<file path="src/rtl/pop_sequence_controller_pkg.sv">
// pop_ctrl_pkg: shared types and constants for the POP front-panel controller.
//   - mode encodings (mode_e) and the mode step order
//   - default register widths, reset values and saturation limits
//   - button index map and the auto-repeat enable mask
//   - pins_t: the registered output pin bundle
package pop_ctrl_pkg;

  localparam int MODE_W = 3;

  typedef enum logic [MODE_W-1:0] {
    MODE_LASER_SETUP = 3'd0,
    MODE_POP         = 3'd1,
    MODE_DARK        = 3'd2,
    MODE_PUMP_CAL    = 3'd3,
    MODE_DR          = 3'd4
  } mode_e;

  localparam int DEF_PIE_W        = 8;
  localparam int DEF_FREE_W       = 12;
  localparam int DEF_PIE_DEFAULT  = 25;
  localparam int DEF_FREE_DEFAULT = 250;
  localparam int DEF_PIE_MIN      = 1;
  localparam int DEF_PIE_MAX      = 255;
  localparam int DEF_FREE_MIN     = 1;
  localparam int DEF_FREE_MAX     = 4095;
  localparam int DEF_DEB_COUNT    = 4;
  localparam int DEF_REPEAT_TICKS = 2000;

  // Button slots in the packed button vectors.
  localparam int NUM_BTN  = 6;
  localparam int BTN_MODE = 0;
  localparam int BTN_DEF  = 1;
  localparam int BTN_TL   = 2;
  localparam int BTN_TR   = 3;
  localparam int BTN_BL   = 4;
  localparam int BTN_BR   = 5;

  // Only the four adjust buttons auto-repeat.
  localparam logic [NUM_BTN-1:0] REPEAT_MASK = 6'b111100;

  typedef struct packed {
    logic led;
    logic pump;
    logic probe;
    logic mw;
    logic sample;
  } pins_t;

  function automatic mode_e next_mode(input mode_e m);
    case (m)
      MODE_LASER_SETUP: return MODE_POP;
      MODE_POP:         return MODE_DARK;
      MODE_DARK:        return MODE_PUMP_CAL;
      MODE_PUMP_CAL:    return MODE_DR;
      default:          return MODE_LASER_SETUP;
    endcase
  endfunction

  // True when stepping out of m enters or leaves MODE_POP.
  function automatic logic touches_pop(input mode_e m);
    return (m == MODE_LASER_SETUP) || (m == MODE_POP);
  endfunction

endpackage

</file>
<file path="src/rtl/pop_sequence_controller_if.sv">
// pop_ctrl_if: front-panel / timer / pin bundle of the POP controller.
//   master: panel and timer side (drives buttons, tick, timer raw signals,
//           blink sources; observes mode, lengths, cfg_update and pins)
//   slave : the controller itself
interface pop_ctrl_if
  import pop_ctrl_pkg::*;
#(
  parameter int PIE_W  = DEF_PIE_W,
  parameter int FREE_W = DEF_FREE_W
);
  logic              tick_100us;
  logic              mode_btn_n, defaults_btn_n;
  logic              tl_btn_n, tr_btn_n, bl_btn_n, br_btn_n;
  logic              pump_in, probe_in, mw_in, sample_in;
  logic              slow_pulse, fast_pulse;
  logic [MODE_W-1:0] mode;
  logic [PIE_W-1:0]  pie_len;
  logic [FREE_W-1:0] free_len;
  logic              cfg_update;
  logic              led, pump_out, probe_out, mw_out, sample_out;

  modport master (
    output tick_100us, mode_btn_n, defaults_btn_n, tl_btn_n, tr_btn_n, bl_btn_n, br_btn_n,
    output pump_in, probe_in, mw_in, sample_in, slow_pulse, fast_pulse,
    input  mode, pie_len, free_len, cfg_update, led, pump_out, probe_out, mw_out, sample_out
  );

  modport slave (
    input  tick_100us, mode_btn_n, defaults_btn_n, tl_btn_n, tr_btn_n, bl_btn_n, br_btn_n,
    input  pump_in, probe_in, mw_in, sample_in, slow_pulse, fast_pulse,
    output mode, pie_len, free_len, cfg_update, led, pump_out, probe_out, mw_out, sample_out
  );
endinterface

</file>
<file path="src/rtl/pop_sequence_controller_button_debounce.sv">
// button_debounce: one active-low push button.
//   clk, rst   : system clock, synchronous active-high reset
//   tick       : sampling strobe; raw level is only looked at on this strobe
//   raw_n      : raw button, low = pressed (asynchronous, synchronised here)
//   pressed    : debounced level
//   press      : one-clk pulse on accepted released->pressed
//   rpt        : one-clk auto-repeat pulse (REPEAT_EN only): REPEAT_TICKS
//                ticks after the accepted press, then every REPEAT_TICKS/4
module button_debounce #(
  parameter int DEB_COUNT    = 4,
  parameter int REPEAT_TICKS = 2000,
  parameter bit REPEAT_EN    = 1'b1
) (
  input  logic clk,
  input  logic rst,
  input  logic tick,
  input  logic raw_n,
  output logic pressed,
  output logic press,
  output logic rpt
);
  localparam int DW         = $clog2(DEB_COUNT + 1);
  localparam int RW         = $clog2(REPEAT_TICKS + 1);
  localparam int RPT_RELOAD = REPEAT_TICKS - REPEAT_TICKS / 4;

  logic [1:0]    sync_n;
  logic [DW-1:0] deb_cnt;
  logic [RW-1:0] rpt_cnt;
  logic          raw_p, flip;

  assign raw_p = ~sync_n[1];
  // Last of DEB_COUNT consecutive differing samples: state flips this tick.
  assign flip  = tick && (raw_p != pressed) && (deb_cnt == DW'(DEB_COUNT - 1));

  always_ff @(posedge clk) begin
    if (rst) begin
      sync_n  <= 2'b11;
      deb_cnt <= '0;
      pressed <= 1'b0;
      press   <= 1'b0;
      rpt     <= 1'b0;
      rpt_cnt <= '0;
    end else begin
      sync_n <= {sync_n[0], raw_n};
      press  <= flip && !pressed;
      rpt    <= 1'b0;
      if (tick) begin
        if (raw_p == pressed) begin
          deb_cnt <= '0;
        end else if (flip) begin
          deb_cnt <= '0;
          pressed <= raw_p;
        end else begin
          deb_cnt <= deb_cnt + 1'b1;
        end
      end
      // Repeat count restarts at the accept tick and is cleared on release,
      // so a release tick never fires a repeat.
      if (!REPEAT_EN || !pressed || flip) begin
        rpt_cnt <= '0;
      end else if (tick) begin
        if (rpt_cnt == RW'(REPEAT_TICKS - 1)) begin
          rpt     <= 1'b1;
          rpt_cnt <= RW'(RPT_RELOAD);
        end else begin
          rpt_cnt <= rpt_cnt + 1'b1;
        end
      end
    end
  end
endmodule

</file>
<file path="src/rtl/pop_sequence_controller.sv">
// pop_sequence_controller: front panel and mode controller for the POP chain.
//   clk : 2.5 MHz system clock      rst : synchronous reset, active-high
//   bus : pop_ctrl_if.slave -- buttons, tick_100us, timer raw signals,
//         blink sources in; mode, pie_len, free_len, cfg_update and the
//         registered led/pump/probe/mw/sample pin drivers out.
// Optional: define POP_CYCLE_SYNC_EN to hold mode changes that enter or
// leave MODE_POP until the POP timer outputs are all idle.
module pop_sequence_controller
  import pop_ctrl_pkg::*;
#(
  parameter int PIE_W        = DEF_PIE_W,
  parameter int FREE_W       = DEF_FREE_W,
  parameter int PIE_DEFAULT  = DEF_PIE_DEFAULT,
  parameter int FREE_DEFAULT = DEF_FREE_DEFAULT,
  parameter int PIE_MIN      = DEF_PIE_MIN,
  parameter int PIE_MAX      = DEF_PIE_MAX,
  parameter int FREE_MIN     = DEF_FREE_MIN,
  parameter int FREE_MAX     = DEF_FREE_MAX,
  parameter int DEB_COUNT    = DEF_DEB_COUNT,
  parameter int REPEAT_TICKS = DEF_REPEAT_TICKS
) (
  input logic     clk,
  input logic     rst,
  pop_ctrl_if.slave bus
);
  logic [NUM_BTN-1:0] raw_n, btn_press, btn_rpt, btn_evt, btn_level_unused;

  assign raw_n = {bus.br_btn_n, bus.bl_btn_n, bus.tr_btn_n,
                  bus.tl_btn_n, bus.defaults_btn_n, bus.mode_btn_n};

  for (genvar i = 0; i < NUM_BTN; i++) begin : g_btn
    button_debounce #(
      .DEB_COUNT   (DEB_COUNT),
      .REPEAT_TICKS(REPEAT_TICKS),
      .REPEAT_EN   (REPEAT_MASK[i])
    ) u_deb (
      .clk    (clk),
      .rst    (rst),
      .tick   (bus.tick_100us),
      .raw_n  (raw_n[i]),
      .pressed(btn_level_unused[i]),
      .press  (btn_press[i]),
      .rpt    (btn_rpt[i])
    );
  end

  assign btn_evt = btn_press | btn_rpt;

  // ---------------- mode FSM ----------------
  mode_e mode_q, mode_d;

  always_ff @(posedge clk) begin
    if (rst) mode_q <= MODE_LASER_SETUP;
    else     mode_q <= mode_d;
  end

`ifdef POP_CYCLE_SYNC_EN
  logic pend_q, pend_d, timer_idle;

  assign timer_idle = ~(bus.pump_in | bus.probe_in | bus.mw_in | bus.sample_in);

  always_ff @(posedge clk) begin
    if (rst) pend_q <= 1'b0;
    else     pend_q <= pend_d;
  end

  // A pending change swallows further mode presses until it commits.
  always_comb begin
    mode_d = mode_q;
    pend_d = pend_q;
    if (pend_q) begin
      if (timer_idle) begin
        mode_d = next_mode(mode_q);
        pend_d = 1'b0;
      end
    end else if (btn_press[BTN_MODE]) begin
      if (touches_pop(mode_q) && !timer_idle) pend_d = 1'b1;
      else                                    mode_d = next_mode(mode_q);
    end
  end
`else
  always_comb begin
    mode_d = mode_q;
    if (btn_press[BTN_MODE]) mode_d = next_mode(mode_q);
  end
`endif

  // ---------------- timing registers ----------------
  localparam logic [PIE_W-1:0]  PIE_DEF_V  = PIE_W'(PIE_DEFAULT);
  localparam logic [PIE_W-1:0]  PIE_MIN_V  = PIE_W'(PIE_MIN);
  localparam logic [PIE_W-1:0]  PIE_MAX_V  = PIE_W'(PIE_MAX);
  localparam logic [FREE_W-1:0] FREE_DEF_V = FREE_W'(FREE_DEFAULT);
  localparam logic [FREE_W-1:0] FREE_MIN_V = FREE_W'(FREE_MIN);
  localparam logic [FREE_W-1:0] FREE_MAX_V = FREE_W'(FREE_MAX);

  logic [PIE_W-1:0]  pie_q, pie_d;
  logic [FREE_W-1:0] free_q, free_d;
  logic              cfg_q, adj_en;

  assign adj_en = (mode_q == MODE_POP);

  // Opposing events on one register cancel; defaults beats everything.
  always_comb begin
    pie_d  = pie_q;
    free_d = free_q;
    if (btn_press[BTN_DEF]) begin
      pie_d  = PIE_DEF_V;
      free_d = FREE_DEF_V;
    end else if (adj_en) begin
      if (btn_evt[BTN_TL] && !btn_evt[BTN_BL] && pie_q < PIE_MAX_V)
        pie_d = pie_q + 1'b1;
      else if (btn_evt[BTN_BL] && !btn_evt[BTN_TL] && pie_q > PIE_MIN_V)
        pie_d = pie_q - 1'b1;
      if (btn_evt[BTN_TR] && !btn_evt[BTN_BR] && free_q < FREE_MAX_V)
        free_d = free_q + 1'b1;
      else if (btn_evt[BTN_BR] && !btn_evt[BTN_TR] && free_q > FREE_MIN_V)
        free_d = free_q - 1'b1;
    end
  end

  always_ff @(posedge clk) begin
    if (rst) begin
      pie_q  <= PIE_DEF_V;
      free_q <= FREE_DEF_V;
      cfg_q  <= 1'b0;
    end else begin
      pie_q  <= pie_d;
      free_q <= free_d;
      cfg_q  <= (pie_d != pie_q) || (free_d != free_q);
    end
  end

  // ---------------- output pins ----------------
  pins_t pins_d, pins_q;

  always_comb begin
    pins_d = '0;
    unique case (mode_q)
      MODE_LASER_SETUP: begin
        pins_d.led    = bus.slow_pulse;
        pins_d.probe  = 1'b1;
        pins_d.sample = 1'b1;
      end
      MODE_POP: begin
        pins_d.led    = 1'b1;
        pins_d.pump   = bus.pump_in;
        pins_d.probe  = bus.probe_in;
        pins_d.mw     = bus.mw_in;
        pins_d.sample = bus.sample_in;
      end
      MODE_DARK: begin
        pins_d.led    = bus.fast_pulse;
        pins_d.sample = 1'b1;
      end
      MODE_PUMP_CAL: begin
        pins_d.pump = 1'b1;
      end
      MODE_DR: begin
        pins_d.led    = bus.slow_pulse & bus.fast_pulse;
        pins_d.probe  = 1'b1;
        pins_d.mw     = 1'b1;
        pins_d.sample = 1'b1;
      end
      default: ;
    endcase
  end

  always_ff @(posedge clk) begin
    if (rst) pins_q <= '0;
    else     pins_q <= pins_d;
  end

  assign bus.mode       = mode_q;
  assign bus.pie_len    = pie_q;
  assign bus.free_len   = free_q;
  assign bus.cfg_update = cfg_q;
  assign bus.led        = pins_q.led;
  assign bus.pump_out   = pins_q.pump;
  assign bus.probe_out  = pins_q.probe;
  assign bus.mw_out     = pins_q.mw;
  assign bus.sample_out = pins_q.sample;
endmodule

</file>
<file path="src/flat_wrapper.sv">
// flat-port wrapper written by rule: the top's interface ports become plain ports
module pop_sequence_controller_flat import pop_ctrl_pkg::*;
#(
  parameter int PIE_W        = DEF_PIE_W,
  parameter int FREE_W       = DEF_FREE_W,
  parameter int PIE_DEFAULT  = DEF_PIE_DEFAULT,
  parameter int FREE_DEFAULT = DEF_FREE_DEFAULT,
  parameter int PIE_MIN      = DEF_PIE_MIN,
  parameter int PIE_MAX      = DEF_PIE_MAX,
  parameter int FREE_MIN     = DEF_FREE_MIN,
  parameter int FREE_MAX     = DEF_FREE_MAX,
  parameter int DEB_COUNT    = DEF_DEB_COUNT,
  parameter int REPEAT_TICKS = DEF_REPEAT_TICKS
)
  (clk, rst, bus_tick_100us, bus_mode_btn_n, bus_defaults_btn_n, bus_tl_btn_n, bus_tr_btn_n, bus_bl_btn_n, bus_br_btn_n, bus_pump_in, bus_probe_in, bus_mw_in, bus_sample_in, bus_slow_pulse, bus_fast_pulse, bus_mode, bus_pie_len, bus_free_len, bus_cfg_update, bus_led, bus_pump_out, bus_probe_out, bus_mw_out, bus_sample_out);
  pop_ctrl_if #(.PIE_W(PIE_W), .FREE_W(FREE_W)) bus_i ();
  input logic clk;
  input logic rst;
  input wire logic [$bits(bus_i.tick_100us)-1:0] bus_tick_100us;
  input wire logic [$bits(bus_i.mode_btn_n)-1:0] bus_mode_btn_n;
  input wire logic [$bits(bus_i.defaults_btn_n)-1:0] bus_defaults_btn_n;
  input wire logic [$bits(bus_i.tl_btn_n)-1:0] bus_tl_btn_n;
  input wire logic [$bits(bus_i.tr_btn_n)-1:0] bus_tr_btn_n;
  input wire logic [$bits(bus_i.bl_btn_n)-1:0] bus_bl_btn_n;
  input wire logic [$bits(bus_i.br_btn_n)-1:0] bus_br_btn_n;
  input wire logic [$bits(bus_i.pump_in)-1:0] bus_pump_in;
  input wire logic [$bits(bus_i.probe_in)-1:0] bus_probe_in;
  input wire logic [$bits(bus_i.mw_in)-1:0] bus_mw_in;
  input wire logic [$bits(bus_i.sample_in)-1:0] bus_sample_in;
  input wire logic [$bits(bus_i.slow_pulse)-1:0] bus_slow_pulse;
  input wire logic [$bits(bus_i.fast_pulse)-1:0] bus_fast_pulse;
  output wire logic [$bits(bus_i.mode)-1:0] bus_mode;
  output wire logic [$bits(bus_i.pie_len)-1:0] bus_pie_len;
  output wire logic [$bits(bus_i.free_len)-1:0] bus_free_len;
  output wire logic [$bits(bus_i.cfg_update)-1:0] bus_cfg_update;
  output wire logic [$bits(bus_i.led)-1:0] bus_led;
  output wire logic [$bits(bus_i.pump_out)-1:0] bus_pump_out;
  output wire logic [$bits(bus_i.probe_out)-1:0] bus_probe_out;
  output wire logic [$bits(bus_i.mw_out)-1:0] bus_mw_out;
  output wire logic [$bits(bus_i.sample_out)-1:0] bus_sample_out;
  assign bus_i.tick_100us = bus_tick_100us;
  assign bus_i.mode_btn_n = bus_mode_btn_n;
  assign bus_i.defaults_btn_n = bus_defaults_btn_n;
  assign bus_i.tl_btn_n = bus_tl_btn_n;
  assign bus_i.tr_btn_n = bus_tr_btn_n;
  assign bus_i.bl_btn_n = bus_bl_btn_n;
  assign bus_i.br_btn_n = bus_br_btn_n;
  assign bus_i.pump_in = bus_pump_in;
  assign bus_i.probe_in = bus_probe_in;
  assign bus_i.mw_in = bus_mw_in;
  assign bus_i.sample_in = bus_sample_in;
  assign bus_i.slow_pulse = bus_slow_pulse;
  assign bus_i.fast_pulse = bus_fast_pulse;
  assign bus_mode = bus_i.mode;
  assign bus_pie_len = bus_i.pie_len;
  assign bus_free_len = bus_i.free_len;
  assign bus_cfg_update = bus_i.cfg_update;
  assign bus_led = bus_i.led;
  assign bus_pump_out = bus_i.pump_out;
  assign bus_probe_out = bus_i.probe_out;
  assign bus_mw_out = bus_i.mw_out;
  assign bus_sample_out = bus_i.sample_out;
  pop_sequence_controller #(.PIE_W(PIE_W), .FREE_W(FREE_W), .PIE_DEFAULT(PIE_DEFAULT), .FREE_DEFAULT(FREE_DEFAULT), .PIE_MIN(PIE_MIN), .PIE_MAX(PIE_MAX), .FREE_MIN(FREE_MIN), .FREE_MAX(FREE_MAX), .DEB_COUNT(DEB_COUNT), .REPEAT_TICKS(REPEAT_TICKS)) u_core (.clk(clk), .rst(rst), .bus(bus_i));
endmodule
</file>
<file path="config.mk">
export PLATFORM = sky130hd
export DESIGN_NAME = pop_sequence_controller_flat
export DESIGN_NICKNAME = d
export VERILOG_FILES = /design/src/rtl/pop_sequence_controller_pkg.sv /design/src/rtl/pop_sequence_controller_if.sv /design/src/rtl/pop_sequence_controller_button_debounce.sv /design/src/rtl/pop_sequence_controller.sv /design/src/flat_wrapper.sv
export SDC_FILE = /design/constraint.sdc
export NUM_CORES = 1
export LEC_CHECK = 0
export CELL_PAD_IN_SITES_DETAIL_PLACEMENT = 1
export CELL_PAD_IN_SITES_GLOBAL_PLACEMENT = 1
export CORE_MARGIN = 4
export CORE_UTILIZATION = 47
export CTS_CLUSTER_SIZE = 12
export DETAILED_ROUTE_END_ITERATION = 8
export PLACE_DENSITY_LB_ADDON = 0.2
export SYNTH_ARGS = -nofsm -noshare
export SYNTH_HDL_FRONTEND = slang
export SYNTH_SLANG_ARGS = --single-unit
</file>
<file path="constraint.sdc">
create_clock -name clk -period 4.15 [get_ports clk]
set_input_delay 0.415 -clock clk [delete_from_list [all_inputs] [get_ports clk]]
set_output_delay 0.415 -clock clk [all_outputs]
set_load 0.01 [all_outputs]
</file>
After elaboration in Yosys (flattened, before gate mapping). Index checks and enable logic that the tools add are counted. Widths: inputs -> output; s select.

Register bits: 119. Bits in latches: 0. Bits in writable memories: 0. Memory bits (read-only): 0. Input port bits: 15. Output and inout bits: 29. Word-level logic and storage cells: 194. Memories: 0.

Add/subtract/negate cells: 14. Multiply operators: 0. Divide/modulo/power cells: 0. Magnitude comparators: 4. Equality and inequality tests: 28. Shift operators: 0. Multiplexer cells: 34. Bitwise logic cells: 15. Reduce and logical (&&, ||, !) cells: 58.

Operators by type and width (count): $mux 12 (4); $add 11x1->11 const B (4); $eq 11x11->1 const B (4); $mux 11 (4); $mux 3 (12); $mux 8 (4); $logic_and 1x1->1 (26); $eq 3x2->1 const B (8); $add 3x1->3 const B (6); $reduce_and 3->1 (6); $reduce_or 3->1 (5); $not 1->1 (13); $add 12x1->12 const B (1); $gt 12x1->1 const B (1); $lt 12x12->1 const B (1); $ne 12x12->1 (1); $pmux 3 s4 (1); $sub 12x1->12 const B (1); $logic_not 1->1 (10); $reduce_or 2->1 (5); $add 8x1->8 const B (1); $gt 8x1->1 const B (1); $lt 8x8->1 const B (1); $ne 8x8->1 (1); other kinds (12) (32).

Depth between registers and ports, before layout. Gate-level depths: netlist (run 1).

Word-level depth: 10. Mapped depth: 8. Gate-level depth less buffers: 8.

Cells and area by module. Synthesis (run 1) repeated with hierarchy kept, for this count alone.

Cell total of the unflattened synthesis: 643. Area, all modules: 5868.1 um2.

By module, submodules not included: button_debounce (u_core.g_btn[2].u_deb ...) (instances 4, cells an instance 84, area each 824.5 um2, seq. area each 380.4 um2); pop_sequence_controller (instances 1, cells an instance 253, area each 2011.9 um2, seq. area each 580.6 um2); button_debounce (u_core.g_btn[0].u_deb ...) (instances 2, cells an instance 27, area each 279.0 um2, seq. area each 140.1 um2).

Worst setup path after synthesis (run 1). No wires, ideal clock.

Path type: flip-flop to flip-flop. From: register u_core.pie_q[3] (netlist: u_core.bus.pie_len[3]). To: register u_core.cfg_q (netlist: u_core.bus.cfg_update). Library setup time: 0.133 ns. Arrival: 1.848 ns. Data required time: 4.017 ns. Setup slack: 2.169 ns. Stages on the path, launching flop included: 8. Buffers on the path: 1. Period minus slack after synthesis: 1.981 ns. Cells stage by stage: dfxtp_1 -> buf_6 -> or4_4 -> o311ai_4 -> nor4_1 -> o21ai_2 -> o211a_1 -> a31oi_1.

Word-level cells in the longest chain between the ends: 8. Elaborated cells between the ends (all ways): 12. Classes of those cells: add/sub (2); order compare (2); eq/ne (1); mux (4); reduce/logical (3).

Ends and longest elaborated chain: start: declaration (RTL line pop_sequence_controller.sv:96) `logic [PIE_W-1:0] pie_q, pie_d;`; start signal: assignment (RTL line pop_sequence_controller.sv:127) `pie_q <= pie_d;`; $gt 8x1->1 (RTL line pop_sequence_controller.sv:112) `else if (btn_evt[BTN_BL] && !btn_evt[BTN_TL] && pie_q > PIE_MIN_V)`; $logic_and 1x1->1 (RTL line pop_sequence_controller.sv:112); $mux 8 (RTL line pop_sequence_controller.sv:112); $mux 8 (RTL line pop_sequence_controller.sv:110) `if (btn_evt[BTN_TL] && !btn_evt[BTN_BL] && pie_q < PIE_MAX_V)`; $mux 8 (RTL line pop_sequence_controller.sv:109) `end else if (adj_en) begin`; $mux 8 (RTL line pop_sequence_controller.sv:106) `if (btn_press[BTN_DEF]) begin`; $ne 8x8->1 * (RTL line pop_sequence_controller.sv:129) `cfg_q <= (pie_d != pie_q) || (free_d != free_q);`; $logic_or 1x1->1 * (RTL line pop_sequence_controller.sv:129); end signal: assignment (RTL line pop_sequence_controller.sv:129); end: declaration (RTL line pop_sequence_controller.sv:98) `logic cfg_q, adj_en;`.

Every way passes the cells marked *; elsewhere a longest branch is shown, timed or not. A chain may end at the register's enable or synchronous reset.

Final worst setup path (run 1).
From: register u_core.mode_q[0] (netlist: u_core.bus.mode[0]). To: register u_core.cfg_q (netlist: u_core.bus.cfg_update).

Word-level cells in the longest chain between the ends: 5. Elaborated cells between the ends (all ways): 8. Classes of those cells: eq/ne (3); mux (4); reduce/logical (1).

Ends and longest elaborated chain: start: declaration (RTL line pop_sequence_controller.sv:50) `mode_e mode_q, mode_d;`; start signal: assignment (RTL line pop_sequence_controller.sv:54) `else mode_q <= mode_d;`; $eq 3x1->1 * (RTL line pop_sequence_controller.sv:100) `assign adj_en = (mode_q == MODE_POP);`; $mux 12 or $mux 8 (tied branches) (RTL line pop_sequence_controller.sv:109); $mux 12 or $mux 8 (tied branches) (RTL line pop_sequence_controller.sv:106); $ne 12x12->1 or $ne 8x8->1 (tied branches) (RTL line pop_sequence_controller.sv:129); $logic_or 1x1->1 * (RTL line pop_sequence_controller.sv:129).

Marked as above.

==> results of run 1 <==
stage by stage:
stage / area [µm²] / instances / setup slack [ns] / hold WS (ns)
2_1_floorplan: 5520 / 648 / 2.17 / 0.389
3_3_place_gp: 6040 / 810 / 1.43 / 0.394
3_5_place_dp: 6040 / 810 / 1.39 / 0.397
4_1_cts: 6660 / 842 / 1.58 / 0.408
5_1_grt: 6660 / 842 / 1.39 / 0.431
6_report: 6660 / 842 / 1.40 / 0.405
final cells by class:
type,instances,area share [%]
Timing Repair Buffer,46,6.80
Multi-Input combinational cell,491,44.8
Inverter,11,0.620
Sequential cell,119,35.8
Clock buffer,20,7.01
Tap cell,143,2.69
Clock inverter,12,2.24
layer usage:
metal / GRT usage (%) / share of wire [%]
met1: 26.7 / 44
met4: 8.66 / 2.3
met3: 5.70 / 3.4
met5: 0 / 0
met2: 38.8 / 50
worst paths after layout:
kind | from | to | slack [ns] | cells past startpoint
max | u_core.bus.mode[0] | u_core.bus.cfg_update | 1.40 | 6
min | u_core.g_btn[3].u_deb.sync_n[0] | u_core.g_btn[3].u_deb.sync_n[1] | 0.40 | 1
max reg2reg | u_core.bus.mode[0] | u_core.bus.cfg_update | 1.40 | 6
min reg2reg | u_core.g_btn[3].u_deb.sync_n[0] | u_core.g_btn[3].u_deb.sync_n[1] | 0.40 | 1
cell families (layout without fill, tap and decap cells):
group	count (synthesis)	after routing	synth area share, %
xor gates and xnor gates	57	57	9.04
muxes	8	8	1.52
buffers and inverters	38	89	2.77
and+or+nand+nor	325	325	29.9
DFF	119	119	43.2
AOI/OAI and AO/OA	85	85	9.95
adders and majority gates	16	16	3.63
synthesized netlist by cell type, types with 5 or more instances:
| cell type | count | area share, % |
|---|---|---|
| a21oi_1 | 37 | 3.4 |
| and3_1 | 6 | 0.68 |
| and3b_1 | 6 | 0.95 |
| and4_1 | 5 | 0.79 |
| clkbuf_1 | 23 | 1.6 |
| dfxtp_1 | 119 | 43 |
| ha_1 | 16 | 3.6 |
| inv_1 | 11 | 0.75 |
| mux2i_1 | 5 | 0.91 |
| nand2_1 | 62 | 4.2 |
| nand2b_1 | 12 | 1.4 |
| nand3_1 | 36 | 3.3 |
| nand3b_1 | 5 | 0.68 |
| nand4_1 | 15 | 1.7 |
| nor2_1 | 92 | 6.3 |
| nor2b_1 | 9 | 1.0 |
| nor3_1 | 21 | 1.9 |
| nor4_1 | 9 | 1.0 |
| o21ai_0 | 12 | 1.1 |
| o21ai_1 | 6 | 0.54 |
| o22ai_1 | 5 | 0.57 |
| or2_2 | 19 | 2.2 |
| or3_1 | 8 | 0.91 |
| or4_1 | 6 | 0.82 |
| xnor2_1 | 24 | 3.8 |
| xor2_1 | 33 | 5.2 |
cells in the final DEF, fill, tap and decap left out, drive strengths merged, types with 19 or more instances in the layout:
cell,instances
dfxtp,119
nor2,92
nand2,62
clkdlybuf4s50,43
a21oi,38
nand3,36
xor2,33
xnor2,24
nor3,22
clkbuf,20
or2,19
o21ai,19
state kept, by name, summed over array words and instances (netlist names):
signal,cells
u_core.g_btn.u_deb.press,6
u_core.g_btn.u_deb.pressed,6
u_core.bus.sample_out,1
u_core.bus.mw_out,1
u_core.bus.probe_out,1
u_core.g_btn.u_deb.sync_n,12
u_core.g_btn.u_deb.deb_cnt,18
u_core.bus.pie_len,8
u_core.bus.free_len,12
u_core.bus.pump_out,1
u_core.g_btn.u_deb.rpt_cnt,44
u_core.g_btn.u_deb.rpt,4
u_core.bus.mode,3
u_core.bus.led,1
u_core.bus.cfg_update,1
power by group through the flow:
stage | clock network, W | registers, W | logic, W
2_1_floorplan | 0 | 0.00118 | 0.0000430
3_3_place_gp | 0 | 0.00119 | 0.0000711
3_5_place_dp | 0 | 0.00119 | 0.0000746
4_1_cts | 0.00154 | 0.00116 | 0.0000761
5_1_grt | 0.00160 | 0.00116 | 0.0000826
6_report | 0.00152 | 0.00116 | 0.0000755
==> run_results.csv, run 1 <==
group,metric,value,unit
power,power_density,415,nW/µm²
timing,finalSetupTns,0,ns
cells_and_area,drive_gt1_share,9.44,%
setup_path,critPathTopFamily,"simple AND/OR/NAND/NOR gates",
global_routing,overflow,0,
clock_network,tritoncts,"done",
power,seq_power_share,42.1,%
global_routing,grt_first_pass_wirelength,24.1,mm
setup_path,cp_data_required_time,4.47,ns
setup_path,critPathMaxFanout,15,
route,drcViolationCount,0,
power,vdd_drop_max,0.407,mV
job,drv_cap,0,
clock_network,post_cts_buffers,0,
timing,rsz0062_at_grt,"false",
power,finalPower,0.00276,W
setup_path,end_kind,"flop",
cells_and_area,nNetsFinal,717,
clock_network,cts-root-buf,"clkbuf_16",
synth,synthFlopType,"dfxtp_1",
floorplan,rows,39,
power,pwr-share-comb,2.7,%
synth,synth_seq_area_share,43.2,%
route,vias,4792,
cells_and_area,multiInputGateArea,2990,µm²
timing,min_period,2.75,ns
placed_design,place_congestion,0.828,
floorplan,die_x,116,µm
synth,syn-num-nets,679,
route,ant_nets,0,
synth,synth-edff-count,0,
timing,tightest_slew,1.14,ns
floorplan,pin_count,44,
clock_network,cts_sinks,119,
cells_and_area,regArea,2380,µm²
power,p_leak,2.37,nW
global_routing,grt_usage,22.4,%
global_routing,grt_pass1_vias,4941,
timing,fin_skew,0.0110,ns
clock_network,clk_pin_slew_worst_paths,0.06,ns
cells_and_area,utilization,58.0,%
synth,syn_area,5520,µm²
floorplan,coreArea,11500,µm²
clock_network,htreeDepth,4,
synth,avgSynthCellArea,8.52,µm²
route,viasPerCell,5.69,
timing,slew_headroom,23.5,%
setup_path,crit_buf_inv,0,
synth,netlist_instances,648,
synth,ys_warn_count,0,
power,p_switching,0.000583,W
setup_path,crit_type,"reg2reg",
timing,finalHoldViolations,0,
clock_network,ctsResizeCount,0,
cells_and_area,syn_to_final_growth,20.6,%
route,first_iter_violations,222,
timing,finalMaxSlewViolations,0,
power,clockPowerShare,55.2,%
global_routing,antenna_found_initial,0,
setup_path,start_kind,"flop",
timing,timing.fmax,0.364,GHz
global_routing,grt_max_degree,36,
cells_and_area,antenna_cells,0,
clock_network,cts_buffers,17,
route,drt_first_pass_iters,5,
synth,async_flop_share,0,%
clock_network,ctsHoldBuffers,0,
floorplan,initial_core_util,48.1,%
floorplan,dieArea,13500,µm²
timing,period_share,66.2,%
run_status,status,"finished, final reports clean",
power,switching_share,21.1,%
route,wl_per_cell,17.1,µm
placed_design,hpwl,9.65,mm
hold_path,hp-class,"reg2reg",
setup_path,slowest_delay,0.68,ns
clock_network,ctsLongestPathBuffers,2,
synth,ys_seq_elements,119,
floorplan,fp.dieH,116,µm
setup_path,crit_chain,"nor3b_2 -> nand3_1 -> nor4_1 -> nor3_1 -> o211a_1 -> a31oi_1",
placed_design,portBuffers,43,
power,p_int,0.00218,W
setup_path,crit_arrival,3.07,ns
route,drt_wl_total,14.4,mm
clock_network,clkLatencyLatePin,0.41,ns
cells_and_area,nFillCells,1303,
setup_path,critical_path.slowest_cell,"nor3b_2",
timing,setup_viol,0,
synth,ys_types,57,
(Power assumes the default switching activity.)
==> inputs of run 2 (changes only) <==
--- a/config.mk
+++ b/config.mk
@@ -8,7 +8,7 @@
 export CELL_PAD_IN_SITES_DETAIL_PLACEMENT = 1
 export CELL_PAD_IN_SITES_GLOBAL_PLACEMENT = 1
 export CORE_MARGIN = 4
-export CORE_UTILIZATION = 47
+export CORE_UTILIZATION = 40
 export CTS_CLUSTER_SIZE = 12
 export DETAILED_ROUTE_END_ITERATION = 8
 export PLACE_DENSITY_LB_ADDON = 0.2
==> constraint.sdc (replaced) <==
create_clock -name clk -period 2.4 [get_ports clk]
set_input_delay 0.24 -clock clk [delete_from_list [all_inputs] [get_ports clk]]
set_output_delay 0.24 -clock clk [all_outputs]
set_load 0.01 [all_outputs]
==> run_results.csv, run 2 (synthesis results as in run 1) <==
group,metric,value,unit
run_status,status,"finished, final reports clean",
cells_and_area,multiInputGateArea,2990,µm²
timing,whs,0.379,ns
cells_and_area,drive_gt1_share,11.2,%
setup_path,critical_path.slowest_cell,"dfxtp_1",
setup_path,reg2reg_depth,7,
setup_path,critPathMaxFanout,9,
power,power_density,696,nW/µm²
route,viasPerCell,5.41,
clock_network,cts_buffers,17,
global_routing,grt_max_degree,45,
floorplan,initial_core_util,41.2,%
clock_network,cts-root-buf,"clkbuf_16",
cells_and_area,regArea,2380,µm²
clock_network,clk_pin_slew_worst_paths,0.05,ns
timing,fin_skew,0.00796,ns
clock_network,cts_sinks,119,
setup_path,end_kind,"flop",
clock_network,post_cts_buffers,0,
power,vdd_drop_max,0.460,mV
floorplan,dieArea,15700,µm²
route,drt_first_pass_iters,4,
timing,finalMaxSlewViolations,0,
placed_design,portBuffers,43,
route,vias,4810,
setup_path,r2r-end,"u_core.bus.pie_len[2]",
cells_and_area,nFillCells,1575,
timing,tightest_slew,0.513,ns
global_routing,grt.busiest_layer,"met2",
global_routing,antenna_found_initial,0,
route,drt_wl_total,14.1,mm
power,p_leak,2.46,nW
timing,period_share,93.2,%
setup_path,r2r_slack,0.16,ns
hold_path,hold_depth,2,
cells_and_area,layout_common_cells,"dfxtp_1 (119), nor2_1 (92), nand2_1 (62)",
cells_and_area,syn_to_final_growth,23.8,%
clock_network,tritoncts,"done",
clock_network,htreeDepth,4,
cells_and_area,final_area,6830,µm²
cells_and_area,largest-register,"u_core.g_btn.u_deb.rpt_cnt",
setup_path,critPathTopFamily,"flip-flops",
global_routing,use_met3,4.01,%
placed_design,place_congestion,0.868,
global_routing,grt.met1_usage,22.9,%
global_routing,grt_first_pass_wirelength,24.1,mm
cells_and_area,nNetsFinal,731,
setup_path,start_kind,"flop",
route,drcViolationCount,0,
setup_path,crit_chain,"ha_1 -> nand3_1 -> o221ai_2 -> mux2_2 -> nand2_1 -> xor2_1 -> nor2_1",
timing,slew_headroom,65.8,%
cells_and_area,reg_top3,"u_core.g_btn.u_deb.rpt_cnt (44), u_core.g_btn.u_deb.deb_cnt (18)",
setup_path,crit_arrival,2.53,ns
global_routing,grt_pass1_vias,4935,
timing,setup_viol,0,
setup_path,slowest_delay,0.55,ns
global_routing,overflow,0,
cells_and_area,final_common_cell,"dfxtp_1",
global_routing,grt_usage,18.3,%
cells_and_area,largest_register_ffs,44,
route,ant_nets,0,
placed_design,place_area,6210,µm²
floorplan,coreArea,13400,µm²
clock_network,ctsHoldBuffers,0,
hold_path,holdPathEnd,"u_core.g_btn[3].u_deb.sync_n[0]",
floorplan,pin_count,44,
setup_path,r2r-start,"u_core.bus.pie_len[0]",
setup_path,crit_type,"reg2reg",
placed_design,hpwl,9.91,mm
job,drv_cap,0,
floorplan,die_x,125,µm
clock_network,clkLatencyLatePin,0.42,ns
setup_path,cp_data_required_time,2.69,ns
floorplan,rows,42,
clock_network,ctsLongestPathBuffers,2,
setup_path,crit_buf_inv,0,
hold_path,hold_path_startpoint,"bus_tr_btn_n",
clock_network,ctsResizeCount,0,
timing,timing.fmax,0.447,GHz
route,wl_per_cell,15.9,µm
timing,finalHoldViolations,0,
hold_path,hp-class,"in2reg",
timing,min_period,2.24,ns
cells_and_area,antenna_cells,0,
global_routing,grtUsageMet2,30.8,%
route,first_iter_violations,233,
floorplan,fp.dieH,125,µm
==> run 2: cell count changes in the layout (fill, tap and decap cells not counted), moves of 2 or more <==
cell        previous run  this run
buf_4                  3        15
clkbuf_8               3         7
buf_12                 0         2
clkinvlp_4             4         0
==> run 2: how the worst max path moves through the flow <==
stage / from / endpoint / slack [ns] / cells after the start
floorplan: u_core.bus.pie_len[3] / u_core.bus.cfg_update / 0.42 / 7
global placement: u_core.bus.pie_len[0] / u_core.bus.cfg_update / 0.35 / 8
detailed placement: u_core.bus.pie_len[0] / u_core.bus.cfg_update / 0.20 / 8
CTS: u_core.bus.pie_len[0] / u_core.bus.cfg_update / 0.18 / 8
global route: u_core.bus.pie_len[0] / u_core.bus.pie_len[2] / -0.01 / 7
finish: u_core.bus.pie_len[0] / u_core.bus.pie_len[2] / 0.16 / 7
==> run 2: area by class of cell <==
| class | instances | area share [%] |
|---|---|---|
| Multi-Input combinational cell | 491 | 43.8 |
| Clock inverter | 7 | 1.30 |
| Clock buffer | 25 | 7.69 |
| Tap cell | 176 | 3.22 |
| Sequential cell | 119 | 34.9 |
| Inverter | 11 | 0.604 |
| Timing Repair Buffer | 60 | 8.53 |
==> run 2: worst register-to-register path: cells and delay by family (launching register included) <==
family	cells	cell delay (ns)
adders and majority gates	1	0.26
xor gates and xnor gates	1	0.14
DFF	1	0.55
AOI/OAI and AO/OA	1	0.48
and+or+nand+nor	3	0.29
muxes	1	0.40
==> run 2: metal layers <==
layer  wire length (µm)  part of all wire (%)
met1               6530                    46
met2               6820                    48
met3                496                   3.5
met4                289                   2.0
met5                  0                     0
==> run 2: where the power goes <==
group          switching, W  internal, W
registers         0.0000108      0.00200
logic             0.0000724    0.0000694
clock network      0.000889      0.00172
total              0.000972      0.00378
==> run 2: stage by stage <==
step	setup TNS, ns	std cells	setup WS (ns)	util, %	total power [W]
after global routing	-0.0129	889	-0.0129	51.0	0.00491
final	0	889	0.163	51.0	0.00475
after global placement	0	857	0.345	46.4	0.00218
after floorplan	0	648	0.419	-	0.00212
after CTS	0	889	0.181	50.9	0.00480
after detailed placement	0	857	0.204	46.4	0.00219
==> inputs of run 3 (changes only) <==
--- a/config.mk
+++ b/config.mk
@@ -12,6 +12,7 @@
 export CTS_CLUSTER_SIZE = 12
 export DETAILED_ROUTE_END_ITERATION = 8
 export PLACE_DENSITY_LB_ADDON = 0.2
+export SETUP_SLACK_MARGIN = 0.05
 export SYNTH_ARGS = -nofsm -noshare
 export SYNTH_HDL_FRONTEND = slang
 export SYNTH_SLANG_ARGS = --single-unit
==> run_results.csv, run 3 (synthesis results as in run 1) <==
group,metric,value,unit
timing,timing.fmax,0.462,GHz
cells_and_area,nNetsFinal,731,
timing,rsz0062_at_grt,"false",
setup_path,critical_path.slowest_cell,"dfxtp_1",
global_routing,antenna_found_initial,0,
global_routing,grt_usage,18.3,%
placed_design,place_congestion,0.868,
setup_path,crit_arrival,2.50,ns
hold_path,hp-class,"in2reg",
clock_network,cts_sinks,119,
route,drcViolationCount,0,
cells_and_area,final_common_cell,"dfxtp_1",
floorplan,die_x,125,µm
clock_network,clkLatencyLatePin,0.42,ns
floorplan,fp.dieH,125,µm
power,p_leak,2.47,nW
setup_path,cp_data_required_time,2.73,ns
clock_network,cts-root-buf,"clkbuf_16",
cells_and_area,antenna_cells,0,
global_routing,grt_first_pass_wirelength,24.1,mm
cells_and_area,largest-register,"u_core.g_btn.u_deb.rpt_cnt",
job,drv_cap,0,
cells_and_area,reg_top3,"u_core.g_btn.u_deb.rpt_cnt (44), u_core.g_btn.u_deb.deb_cnt (18)",
clock_network,clk_pin_slew_worst_paths,0.05,ns
route,vias,4807,
timing,finalHoldViolations,0,
timing,finalMaxSlewViolations,0,
timing,min_period,2.17,ns
clock_network,ctsLongestPathBuffers,2,
timing,whs,0.379,ns
cells_and_area,largest_register_ffs,44,
timing,finalSetupTns,0,ns
setup_path,start_kind,"flop",
timing,slew_headroom,69.7,%
clock_network,tritoncts,"done",
setup_path,critPathMaxFanout,9,
timing,period_share,90.2,%
global_routing,grt_pass1_vias,4935,
clock_network,post_cts_buffers,0,
placed_design,hpwl,9.91,mm
setup_path,crit_type,"reg2reg",
timing,setup_viol,0,
cells_and_area,drive_gt1_share,11.2,%
floorplan,pin_count,44,
timing,tightest_slew,0.453,ns
clock_network,cts_buffers,17,
setup_path,crit_chain,"inv_1 -> ha_1 -> nor2_1 -> o311ai_4 -> nor4_2 -> o21ai_2 -> o211a_1 -> a31oi_1",
power,vdd_drop_max,0.460,mV
route,drt_first_pass_iters,4,
cells_and_area,syn_to_final_growth,24.0,%
route,viasPerCell,5.41,
run_status,status,"finished, final reports clean",
power,power_density,695,nW/µm²
route,first_iter_violations,216,
floorplan,initial_core_util,41.2,%
route,wl_per_cell,15.9,µm
global_routing,grt_max_degree,45,
global_routing,overflow,0,
floorplan,dieArea,15700,µm²
cells_and_area,nFillCells,1575,
floorplan,coreArea,13400,µm²
placed_design,portBuffers,43,
setup_path,end_kind,"flop",
route,drt_wl_total,14.1,mm
clock_network,htreeDepth,4,
cells_and_area,layout_common_cells,"dfxtp_1 (119), nor2_1 (92), nand2_1 (62)",
route,ant_nets,0,
floorplan,rows,42,
setup_path,slowest_delay,0.54,ns
timing,fin_skew,0.00806,ns
## run 3: layout make-up
cell class,instances,area [µm²],area share (%)
clock buffer,25,526,7.68
clock inverter,7,88.8,1.30
inverter,11,41.3,0.603
multi-input combinational,491,3000,43.9
sequential,119,2380,34.8
tap,176,220,3.22
timing repair buffer,60,583,8.52
## run 3: final timing paths
kind	cells past startpoint	start	end	slack, ns
setup / recovery	8	u_core.bus.pie_len[0]	u_core.bus.cfg_update	0.23
hold / removal	2	bus_tr_btn_n	u_core.g_btn[3].u_deb.sync_n[0]	0.38
setup reg to reg	8	u_core.bus.pie_len[0]	u_core.bus.cfg_update	0.23
hold reg to reg	1	u_core.g_btn[0].u_deb.sync_n[0]	u_core.g_btn[0].u_deb.sync_n[1]	0.41
## run 3: routing by layer
layer  vias up  part of all wire, %  global-route usage (%)
li1       2364                    -                       -
met1      2336                   46                    22.9
met2        86                   48                    30.8
met3        21                  3.6                    4.01
met4         0                  1.8                    7.08
met5         -                    0                       0
## run 3: timing repair
item / 4_1_cts / 5_1_grt
resized for setup: 0 / 2
hold buffers: 0 / 0
endpoints found under the setup margin: 0 / 2
## run 3: power by group
| group | leakage, nW | switching (W) | total [W] | internal, W |
|---|---|---|---|---|
| Combinational | 1.19 | 0.0000719 | 0.000141 | 0.0000694 |
| Clock | 0.309 | 0.000890 | 0.00261 | 0.00172 |
| Sequential | 0.963 | 0.0000108 | 0.00201 | 0.00200 |
| Total | 2.47 | 0.000973 | 0.00475 | 0.00378 |
## run 3: worst max-delay path: cells and delay by family (launching register included)
family	cells	cell delay (ns)
compound gates	4	0.64
simple gates	2	0.54
buf+inv	1	0.11
flops	1	0.54
fa+ha+maj	1	0.26
## run 3: stage by stage
stage | instance area (µm²) | utilization, % | worst slack (ns) | power, W | std cells
4_1_cts | 6830 | 50.9 | 0.181 | 0.00480 | 889
5_1_grt | 6840 | 51.1 | 0.0664 | 0.00491 | 889
3_5_place_dp | 6210 | 46.4 | 0.204 | 0.00219 | 857
2_1_floorplan | 5520 | - | 0.419 | 0.00212 | 648
3_3_place_gp | 6210 | 46.4 | 0.345 | 0.00218 | 857
6_report | 6840 | 51.1 | 0.235 | 0.00475 | 889
